==> config.mk <==
export PLATFORM = sky130hd
export DESIGN_NAME = dac_spi_driver
export DESIGN_NICKNAME = d
export VERILOG_FILES = /design/src/rtl/dac_pkg.sv /design/src/rtl/rate_tick_gen.sv /design/src/rtl/dac_spi_driver.sv
export SDC_FILE = /design/constraint.sdc
export NUM_CORES = 1
export LEC_CHECK = 0
export CELL_PAD_IN_SITES_DETAIL_PLACEMENT = 0
export CELL_PAD_IN_SITES_GLOBAL_PLACEMENT = 2
export CORE_MARGIN = 1.5
export CORE_UTILIZATION = 39
export CTS_BUF_LIST = sky130_fd_sc_hd__clkbuf_8
export CTS_CLUSTER_SIZE = 8
export DETAILED_ROUTE_END_ITERATION = 8
export PLACE_DENSITY = 0.8
export REMOVE_ABC_BUFFERS = 1
export SYNTH_ARGS = -nofsm -noshare
export SYNTH_HDL_FRONTEND = slang
export SYNTH_HIERARCHICAL = 1
export SYNTH_SLANG_ARGS = --single-unit
==> constraint.sdc <==
create_clock -name sys_clk -period 2.17 [get_ports sys_clk]
set_input_delay 0.217 -clock sys_clk [delete_from_list [all_inputs] [get_ports sys_clk]]
set_output_delay 0.217 -clock sys_clk [all_outputs]
set_load 0.1 [all_outputs]
==> src/rtl/dac_pkg.sv <==
// Shared types and constants for the serial DAC driver.
package dac_pkg;

    typedef enum logic [2:0] {
        IDLE,
        LOAD,
        SHIFT,
        HOLD,
        LDAC
    } dac_state_t;

    localparam int         FRAME_BITS  = 16;
    localparam logic [3:0] DEFAULT_CMD = 4'b0011;

endpackage

==> src/rtl/rate_tick_gen.sv <==
// Free-running divider: one-cycle tick every DIV sys_clk cycles, first tick in cycle DIV-1.
module rate_tick_gen #(
    parameter int DIV = 100
) (
    input  logic sys_clk,
    input  logic rst_n,
    output logic tick
);

    localparam int            CW   = (DIV > 1) ? $clog2(DIV) : 1;
    localparam logic [CW-1:0] LAST = CW'(DIV - 1);

    logic [CW-1:0] cnt_reg;

    always_ff @(posedge sys_clk or negedge rst_n) begin
        if (!rst_n) begin
            cnt_reg <= '0;
        end else if (cnt_reg == LAST) begin
            cnt_reg <= '0;
        end else begin
            cnt_reg <= cnt_reg + 1'b1;
        end
    end

    assign tick = (cnt_reg == LAST);

endmodule

==> src/rtl/dac_spi_driver.sv <==
// Samples the DDS word at a fixed rate and ships it as a 16-bit SPI frame followed by an LDAC strobe.
module dac_spi_driver
    import dac_pkg::*;
#(
    parameter int         CLK_DIV    = 2,
    parameter int         SAMPLE_DIV = 100,
    parameter logic [3:0] CMD        = DEFAULT_CMD,
    parameter int         LDAC_W     = 2
) (
    input  logic        sys_clk,
    input  logic        rst_n,
    input  logic [11:0] din,
    output logic        dac_cs_n,
    output logic        dac_sclk,
    output logic        dac_sdi,
    output logic        dac_ldac_n,
    output logic        busy,
    output logic        sample_taken,
    output logic        overrun
);

    localparam int            HW        = $clog2(CLK_DIV) + 1;
    localparam int            LW        = $clog2(LDAC_W) + 1;
    localparam logic [HW-1:0] HALF_LAST = HW'(CLK_DIV - 1);
    localparam logic [LW-1:0] LDAC_LAST = LW'(LDAC_W - 1);
    localparam logic [4:0]    LAST_BIT  = 5'(FRAME_BITS - 1);

    dac_state_t            state_reg, state_next;
    logic [FRAME_BITS-1:0] shreg_reg, shreg_next;
    logic [4:0]            bit_cnt_reg, bit_cnt_next;
    logic [HW-1:0]         half_cnt_reg, half_cnt_next;
    logic [LW-1:0]         ldac_cnt_reg, ldac_cnt_next;
    logic                  cs_n_reg, cs_n_next;
    logic                  sclk_reg, sclk_next;
    logic                  sdi_reg, sdi_next;
    logic                  ldac_n_reg, ldac_n_next;
    logic                  busy_reg;
    logic                  overrun_reg;
    logic                  tick;

    rate_tick_gen #(
        .DIV(SAMPLE_DIV)
    ) u_tick (
        .sys_clk(sys_clk),
        .rst_n  (rst_n),
        .tick   (tick)
    );

    always_ff @(posedge sys_clk or negedge rst_n) begin
        if (!rst_n) begin
            state_reg    <= IDLE;
            shreg_reg    <= '0;
            bit_cnt_reg  <= '0;
            half_cnt_reg <= '0;
            ldac_cnt_reg <= '0;
            cs_n_reg     <= 1'b1;
            sclk_reg     <= 1'b0;
            sdi_reg      <= 1'b0;
            ldac_n_reg   <= 1'b1;
            busy_reg     <= 1'b0;
            overrun_reg  <= 1'b0;
        end else begin
            state_reg    <= state_next;
            shreg_reg    <= shreg_next;
            bit_cnt_reg  <= bit_cnt_next;
            half_cnt_reg <= half_cnt_next;
            ldac_cnt_reg <= ldac_cnt_next;
            cs_n_reg     <= cs_n_next;
            sclk_reg     <= sclk_next;
            sdi_reg      <= sdi_next;
            ldac_n_reg   <= ldac_n_next;
            busy_reg     <= (state_next != IDLE);
            overrun_reg  <= overrun_reg | (tick && (state_reg != IDLE));
        end
    end

    // Output registers are loaded with the values belonging to the next state,
    // so every pin changes exactly on the state transition edge.
    always_comb begin
        state_next    = state_reg;
        shreg_next    = shreg_reg;
        bit_cnt_next  = bit_cnt_reg;
        half_cnt_next = half_cnt_reg;
        ldac_cnt_next = ldac_cnt_reg;
        cs_n_next     = cs_n_reg;
        sclk_next     = sclk_reg;
        sdi_next      = sdi_reg;
        ldac_n_next   = ldac_n_reg;
        case (state_reg)
            IDLE: begin
                if (tick) begin
                    state_next = LOAD;
                    shreg_next = {CMD, din};
                    cs_n_next  = 1'b0;
                    sclk_next  = 1'b0;
                    sdi_next   = CMD[3];
                end
            end
            LOAD: begin
                state_next    = SHIFT;
                bit_cnt_next  = '0;
                half_cnt_next = '0;
                sdi_next      = shreg_reg[FRAME_BITS-1];
            end
            SHIFT: begin
                if (half_cnt_reg == HALF_LAST) begin
                    half_cnt_next = '0;
                    if (!sclk_reg) begin
                        sclk_next = 1'b1;
                    end else begin
                        // falling edge: advance to the next bit while sclk is low
                        sclk_next    = 1'b0;
                        shreg_next   = {shreg_reg[FRAME_BITS-2:0], 1'b0};
                        bit_cnt_next = bit_cnt_reg + 1'b1;
                        if (bit_cnt_reg == LAST_BIT) begin
                            state_next = HOLD;
                            cs_n_next  = 1'b1;
                            sdi_next   = 1'b0;
                        end else begin
                            sdi_next = shreg_reg[FRAME_BITS-2];
                        end
                    end
                end else begin
                    half_cnt_next = half_cnt_reg + 1'b1;
                end
            end
            HOLD: begin
                state_next    = LDAC;
                ldac_n_next   = 1'b0;
                ldac_cnt_next = '0;
            end
            LDAC: begin
                if (ldac_cnt_reg == LDAC_LAST) begin
                    state_next  = IDLE;
                    ldac_n_next = 1'b1;
                end else begin
                    ldac_cnt_next = ldac_cnt_reg + 1'b1;
                end
            end
            default: state_next = IDLE;
        endcase
    end

    assign dac_cs_n     = cs_n_reg;
    assign dac_sclk     = sclk_reg;
    assign dac_sdi      = sdi_reg;
    assign dac_ldac_n   = ldac_n_reg;
    assign busy         = busy_reg;
    assign overrun      = overrun_reg;
    assign sample_taken = tick && (state_reg == IDLE);

endmodule

==> results of run 1 <==
-- final timing paths --
| path | start | end |
|---|---|---|
| worst max-delay path | u_tick/cnt_reg[0]$_DFF_PN0_ | shreg_reg[5]$_DFFE_PN0P_ |
| worst min-delay path | rst_n | bit_cnt_reg[2]$_DFFE_PN0P_ |
| worst max register to register | u_tick/cnt_reg[0]$_DFF_PN0_ | shreg_reg[5]$_DFFE_PN0P_ |
| worst min register to register | overrun$_DFF_PN0_ | overrun$_DFF_PN0_ |
| max in group asynchronous | rst_n | u_tick/cnt_reg[1]$_DFF_PN0_ |
| min in group sys_clk | overrun$_DFF_PN0_ | overrun$_DFF_PN0_ |
-- cell usage in the layout, fill, tap and decap left out, types with 3 or more instances in the layout --
| cell type | instances |
|---|---|
| a2bb2oi_1 | 4 |
| a2bb2oi_2 | 7 |
| a31oi_1 | 3 |
| buf_4 | 15 |
| clkbuf_8 | 5 |
| clkdlybuf4s50_1 | 12 |
| dfrtp_1 | 39 |
| ha_1 | 3 |
| inv_1 | 10 |
| mux2i_1 | 14 |
| nand2_1 | 15 |
| nand2b_1 | 13 |
| nand3_1 | 6 |
| nand3b_1 | 3 |
| nor2_1 | 4 |
| o21ai_0 | 4 |
| o2bb2ai_1 | 3 |
| xnor2_1 | 3 |
-- cell type report --
cell class | count | area [µm²] | area share (%)
multi-input combinational | 131 | 1060 | 41.2
sequential | 41 | 1030 | 40.0
timing repair buffer | 30 | 278 | 10.8
tap | 70 | 87.6 | 3.40
clock buffer | 5 | 68.8 | 2.67
inverter | 10 | 37.5 | 1.46
clock inverter | 3 | 13.8 | 0.535
-- cells by family (layout without fill, tap and decap cells) --
kind of cell	after synthesis	count (layout)	synth area share [%]
AOI/OAI and AO/OA	40	40	17.2
xor gates and xnor gates	3	3	1.21
adders and majority gates	4	4	2.31
buffers and inverters	19	48	4.15
DFF	41	41	47.4
muxes	14	14	6.46
and+or+nand+nor	70	70	21.3
-- power groups by stage --
stage | logic (W) | registers, W | clock network (W)
3_3_place_gp | 0.0000451 | 0.000779 | 0
6_report | 0.0000449 | 0.000764 | 0.000474
4_1_cts | 0.0000464 | 0.000763 | 0.000494
5_1_grt | 0.0000503 | 0.000763 | 0.000523
2_1_floorplan | 0.00000682 | 0.000779 | 0
3_5_place_dp | 0.0000464 | 0.000779 | 0
-- per-stage QoR --
stage / power, W / util, % / std cells
5_1_grt: 0.00134 / 49.1 / 290
3_5_place_dp: 0.000825 / 47.5 / 282
2_1_floorplan: 0.000786 / - / 182
6_report: 0.00128 / 49.1 / 290
3_3_place_gp: 0.000824 / 47.5 / 282
4_1_cts: 0.00130 / 49.1 / 290
-- metal layers --
| layer | global-route usage [%] | wire (µm) | vias to the layer above |
|---|---|---|---|
| li1 | - | - | 753 |
| met1 | 21.3 | 2080 | 792 |
| met2 | 24.7 | 2090 | 30 |
| met3 | 3.53 | 137 | 4 |
| met4 | 5.45 | 37 | 0 |
| met5 | 0 | 0 | - |
-- timing repair --
| item | in CTS | in global routing |
|---|---|---|
| endpoints found under the hold margin | 0 | 0 |
| buffers inserted | 0 | 0 |
| hold buffers | 0 | 0 |
| gates resized for setup | 1 | 1 |
| setup endpoints to repair | 1 | 5 |
==> results.yml, run 1 <==
run_status:
  outcome: "finished, final reports clean"
clock_network:
  ctsRootBufferMaster: "clkbuf_8"
  maximum_level_of_the_cts_h_tree: 2
  cts.sinks: 41
  cts.clk_slew.worst_paths_ns: 0.08
  cts.path.max_buffers: 2
  cts_tree: "done"
  numCtsBuffers: 5
  clock_latency_ns: 0.29
power:
  sequentialPowerShare_pct: 59.5
  pwr-share-comb_pct: 3.5
  internal_power_w: 0.00100
  max-vdd-ir-drop_mv: 0.335
  power_dissipated_by_switching_net_loads_w: 0.000278
  leakagePower_nw: 1.11
  sw_ratio_pct: 21.7
  cellPowerDensity_mw_per_mm2: 498
  share_clk_of_total_power_pct: 37.0
synthesis:
  total_of_flip_flops_plus_latches_after_synthesis: 41
  async_flop_share_pct: 100
  synth.yosys.warnings: 6
  synth_edf_count: 0
  syn_area_mm2: 0.00217
  post_synth_most_frequent_cells: "dfrtp_1, nand2_1, mux2i_1"
  synth_flop_cell: "dfrtp_1"
  synthDominantAreaCellType: "dfrtp_1"
  syn_area_per_cell_um2: 11.4
  synth.most_common_cell: "dfrtp_1"
  yosysSeqAreaShare_pct: 47.4
  netlist_top_cells_area: "dfrtp_1, mux2i_1, a2bb2oi_2"
  synth.lib_cells_used.distinct: 57
  postSynthCellCount: 191
  synthDominantCellAreaShare_pct: 45.0
critical_path:
  critPathKind: "reg2reg"
  crit_family: "compound AO/OA/AOI/OAI gates"
  critPathMaxStageDelay_ns: 0.42
  worstPathArrival_ns: 2.24
  path_cells: "ha_2 > nand3_1 > nor2_8 > nand2b_4 > a2111oi_4 > buf_12 > a2bb2oi_1"
  crit_fanout: 12
  worst_path_max_delay_cell: "a2111oi_4"
  cp_num_cells: 7
  critPathRequiredTime_ns: 2.38
  reg2regPathDepth: 7
  worstSetupStartpointType: "register"
  r2r_setup_slack_ns: 0.14
  path_buf_inv: 1
  worstSetupEndpointType: "register"
final_layout:
  largest_register_ff_count: 16
  nets: 237
  synthToLayoutAreaGrowth_pct: 18.6
  diode_insertion_count_for_antenna_repair: 0
  post_route_cells_drive_above_1_share_pct: 22.3
  fillerInstances: 487
  final_cell_area_mm2: 0.00257
grt:
  grt_max_degree: 42
  gr-total-overflow: 0
  first_global_vias: 1559
  grt_use_total_pct: 15.8
  grt_antenna_before_repair: 0
  grt_pass1_wl_um: 7490
die:
  start_util_pct: 41.4
  fp-row-count: 26
  placeableCoreArea_mm2: 0.00524
  io-pin-count: 21
  die_y_um: 77.6
  die_area_mm2: 0.00602
  die_width_um: 77.6
timing:
  timing.final.crit_period_ns: 2.03
  setup_total_negative_slack_ns: 0
  fin_worst_skew_ns: 0.00741
  post-route-period-util_pct: 93.6
  worstMarginPinSlew_ns: 0.936
  max_slew_margin_pct: 37.6
  timing_hold_violations_final: 0
  grt_setup_unrepaired: "no"
  max_fclk_ghz: 0.492
  holdWs_ns: 0.0616
  timing_max_transition_violations_final: 0
  setup_slack_ns: 0.138
  setup_violations: 0
drt:
  drt-wirelength-per-cell_um: 15.0
  via_density: 5.44
  route.final.wire_length_um: 4340
  first_iter_violations: 71
  routed-via-count: 1579
  drc_errors: 0
  first_pass_detailed_route_iteration_total: 4
  drt.antenna.violating_nets: 0
placement:
  preCtsSetupSlack_ns: 0.110
  place.port_buffers: 20
  dp_hpwl_um: 3100
  gp_routability_congestion: 0.817
  total_placed_instance_area_mm2: 0.00249
run:
  maxCapViolCount: 0
hold_path:
  min-delay-path-class: "in2async"
(Power assumes the default switching activity.)
==> inputs of run 2 (changes only) <==
CORE_ASPECT_RATIO = 1.4   (was unset)
==> results.yml, run 2 (same netlist as run 1, synthesis figures left out) <==
die:
  fp-row-count: 32
  die_area_mm2: 0.00603
  start_util_pct: 39.9
  die_width_um: 66.1
  placeableCoreArea_mm2: 0.00545
  die_y_um: 91.3
  io-pin-count: 21
drt:
  routed-via-count: 1566
  drc_errors: 0
  drt.antenna.violating_nets: 0
  wirelength_met1_um: 1910
  drt-wirelength-per-cell_um: 15.0
  first_pass_detailed_route_iteration_total: 4
  route.met2.wl_um: 2240
  route.final.wire_length_um: 4330
  highest_routing_layer_actually_used: "met4"
  first_iter_violations: 44
  routed-wl-met3_um: 113
  via_density: 5.42
clock_network:
  cts.sinks: 41
  maximum_level_of_the_cts_h_tree: 2
  cts_tree: "done"
  clock_latency_ns: 0.29
  cts.path.max_buffers: 2
  cts.clk_slew.worst_paths_ns: 0.08
  ctsRootBufferMaster: "clkbuf_8"
  numCtsBuffers: 5
  post-cts-setup-buffer-count: 0
timing:
  max_fclk_ghz: 0.488
  post-route-period-util_pct: 94.5
  max_slew_margin_pct: 39.4
  timing_max_transition_violations_final: 0
  setup_violations: 0
  timing.final.crit_period_ns: 2.05
  fin_worst_skew_ns: 0.00656
  setup_slack_ns: 0.119
  timing_hold_violations_final: 0
  setup_total_negative_slack_ns: 0
  worstMarginPinSlew_ns: 0.909
  grt_setup_unrepaired: "no"
hold_path:
  min-delay-path-class: "in2async"
critical_path:
  crit_fanout: 8
  worstSetupStartpointType: "register"
  rr_endpoint: "shreg_reg[7]$_DFFE_PN0P_"
  worstSetupEndpointType: "primary output"
  critPathMaxStageDelay_ns: 0.46
  reg2regPathDepth: 6
  critPathKind: "reg2out"
  worstSetupStartpoint: "u_tick/cnt_reg[2]$_DFF_PN0_"
  critPathRequiredTime_ns: 1.95
  path_cells: "or3_4 > nor2_8 > nand2_1 > inv_2 > buf_12"
  cp_num_cells: 5
  worst_path_max_delay_cell: "dfrtp_1"
  r2r_setup_slack_ns: 0.13
  worstPathArrival_ns: 1.83
  path_buf_inv: 2
  worst_r2r_src: "u_tick/cnt_reg[2]$_DFF_PN0_"
  crit_family: "simple AND/OR/NAND/NOR gates"
power:
  internal_power_w: 0.00100
  share_clk_of_total_power_pct: 36.8
  pwr-share-comb_pct: 3.5
  sw_ratio_pct: 21.5
  max-vdd-ir-drop_mv: 0.370
  leakagePower_nw: 1.11
  power_dissipated_by_switching_net_loads_w: 0.000275
  cellPowerDensity_mw_per_mm2: 498
  sequentialPowerShare_pct: 59.7
placement:
  place.port_buffers: 20
  dp_hpwl_um: 3130
  preCtsSetupSlack_ns: 0.150
  place_inst: 281
  gp_routability_congestion: 0.721
run:
  maxCapViolCount: 0
run_status:
  outcome: "finished, final reports clean"
final_layout:
  final_common_cell: "dfrtp_1"
  fillerInstances: 522
  post_route_cells_drive_above_1_share_pct: 22.6
  stdcell_count: 289
  layout.cells.most_common_list: "dfrtp_1, buf_4, nand2_1"
  nets: 238
  synthToLayoutAreaGrowth_pct: 18.2
  largest_register_ff_count: 16
  diode_insertion_count_for_antenna_repair: 0
grt:
  grt_use_total_pct: 15.5
  grt_max_degree: 42
  first_global_vias: 1544
  grt_antenna_before_repair: 0
  grt_pass1_wl_um: 7300
  gr-total-overflow: 0
-- run 2: power groups by stage --
stage	registers, W	clock network, W	logic, W
floorplan	0.000779	0	0.00000682
global placement	0.000779	0	0.0000442
detailed placement	0.000779	0	0.0000462
CTS	0.000763	0.000495	0.0000462
global route	0.000763	0.000520	0.0000500
finish	0.000764	0.000471	0.0000443
-- run 2: cell type report --
type	count	area (µm²)	share of cell area, %
multi-input combinational	131	1060	41.3
sequential	41	1030	40.1
timing repair buffer	31	273	10.6
tap	68	85.1	3.32
clock buffer	5	68.8	2.68
inverter	10	37.5	1.46
clock inverter	3	13.8	0.536
-- run 2: worst max path at each step --
stage | slack, ns | endpoint
3_5_place_dp | 0.15 | shreg_reg[7]$_DFFE_PN0P_
3_3_place_gp | 0.21 | shreg_reg[7]$_DFFE_PN0P_
6_report | 0.12 | sample_taken
5_1_grt | 0.03 | shreg_reg[7]$_DFFE_PN0P_
4_1_cts | 0.04 | sample_taken
2_1_floorplan | -0.36 | dac_sclk$_DFFE_PN0P_
-- run 2: metal layers --
| layer | up-vias | global-route usage [%] |
|---|---|---|
| li1 | 751 | - |
| met1 | 785 | 19.6 |
| met2 | 24 | 25.7 |
| met3 | 6 | 3.35 |
| met4 | 0 | 5.61 |
| met5 | - | 0 |
-- run 2: repair_timing --
item	in CTS	in global routing
hold buffers	0	0
endpoints found under the setup margin	0	1
gates resized for setup	0	2
-- run 2: through the flow --
| step | utilization, % | hold WS, ns | instance area (µm²) | total power, W |
|---|---|---|---|---|
| 6_report | 47.1 | 0.0578 | 2570 | 0.00128 |
| 5_1_grt | 47.1 | 0.135 | 2570 | 0.00133 |
| 4_1_cts | 47.1 | 0.0934 | 2560 | 0.00130 |
| 3_5_place_dp | 45.6 | 0.414 | 2480 | 0.000825 |
| 3_3_place_gp | 45.6 | 0.389 | 2480 | 0.000823 |
| 2_1_floorplan | - | -0.0786 | 2120 | 0.000786 |
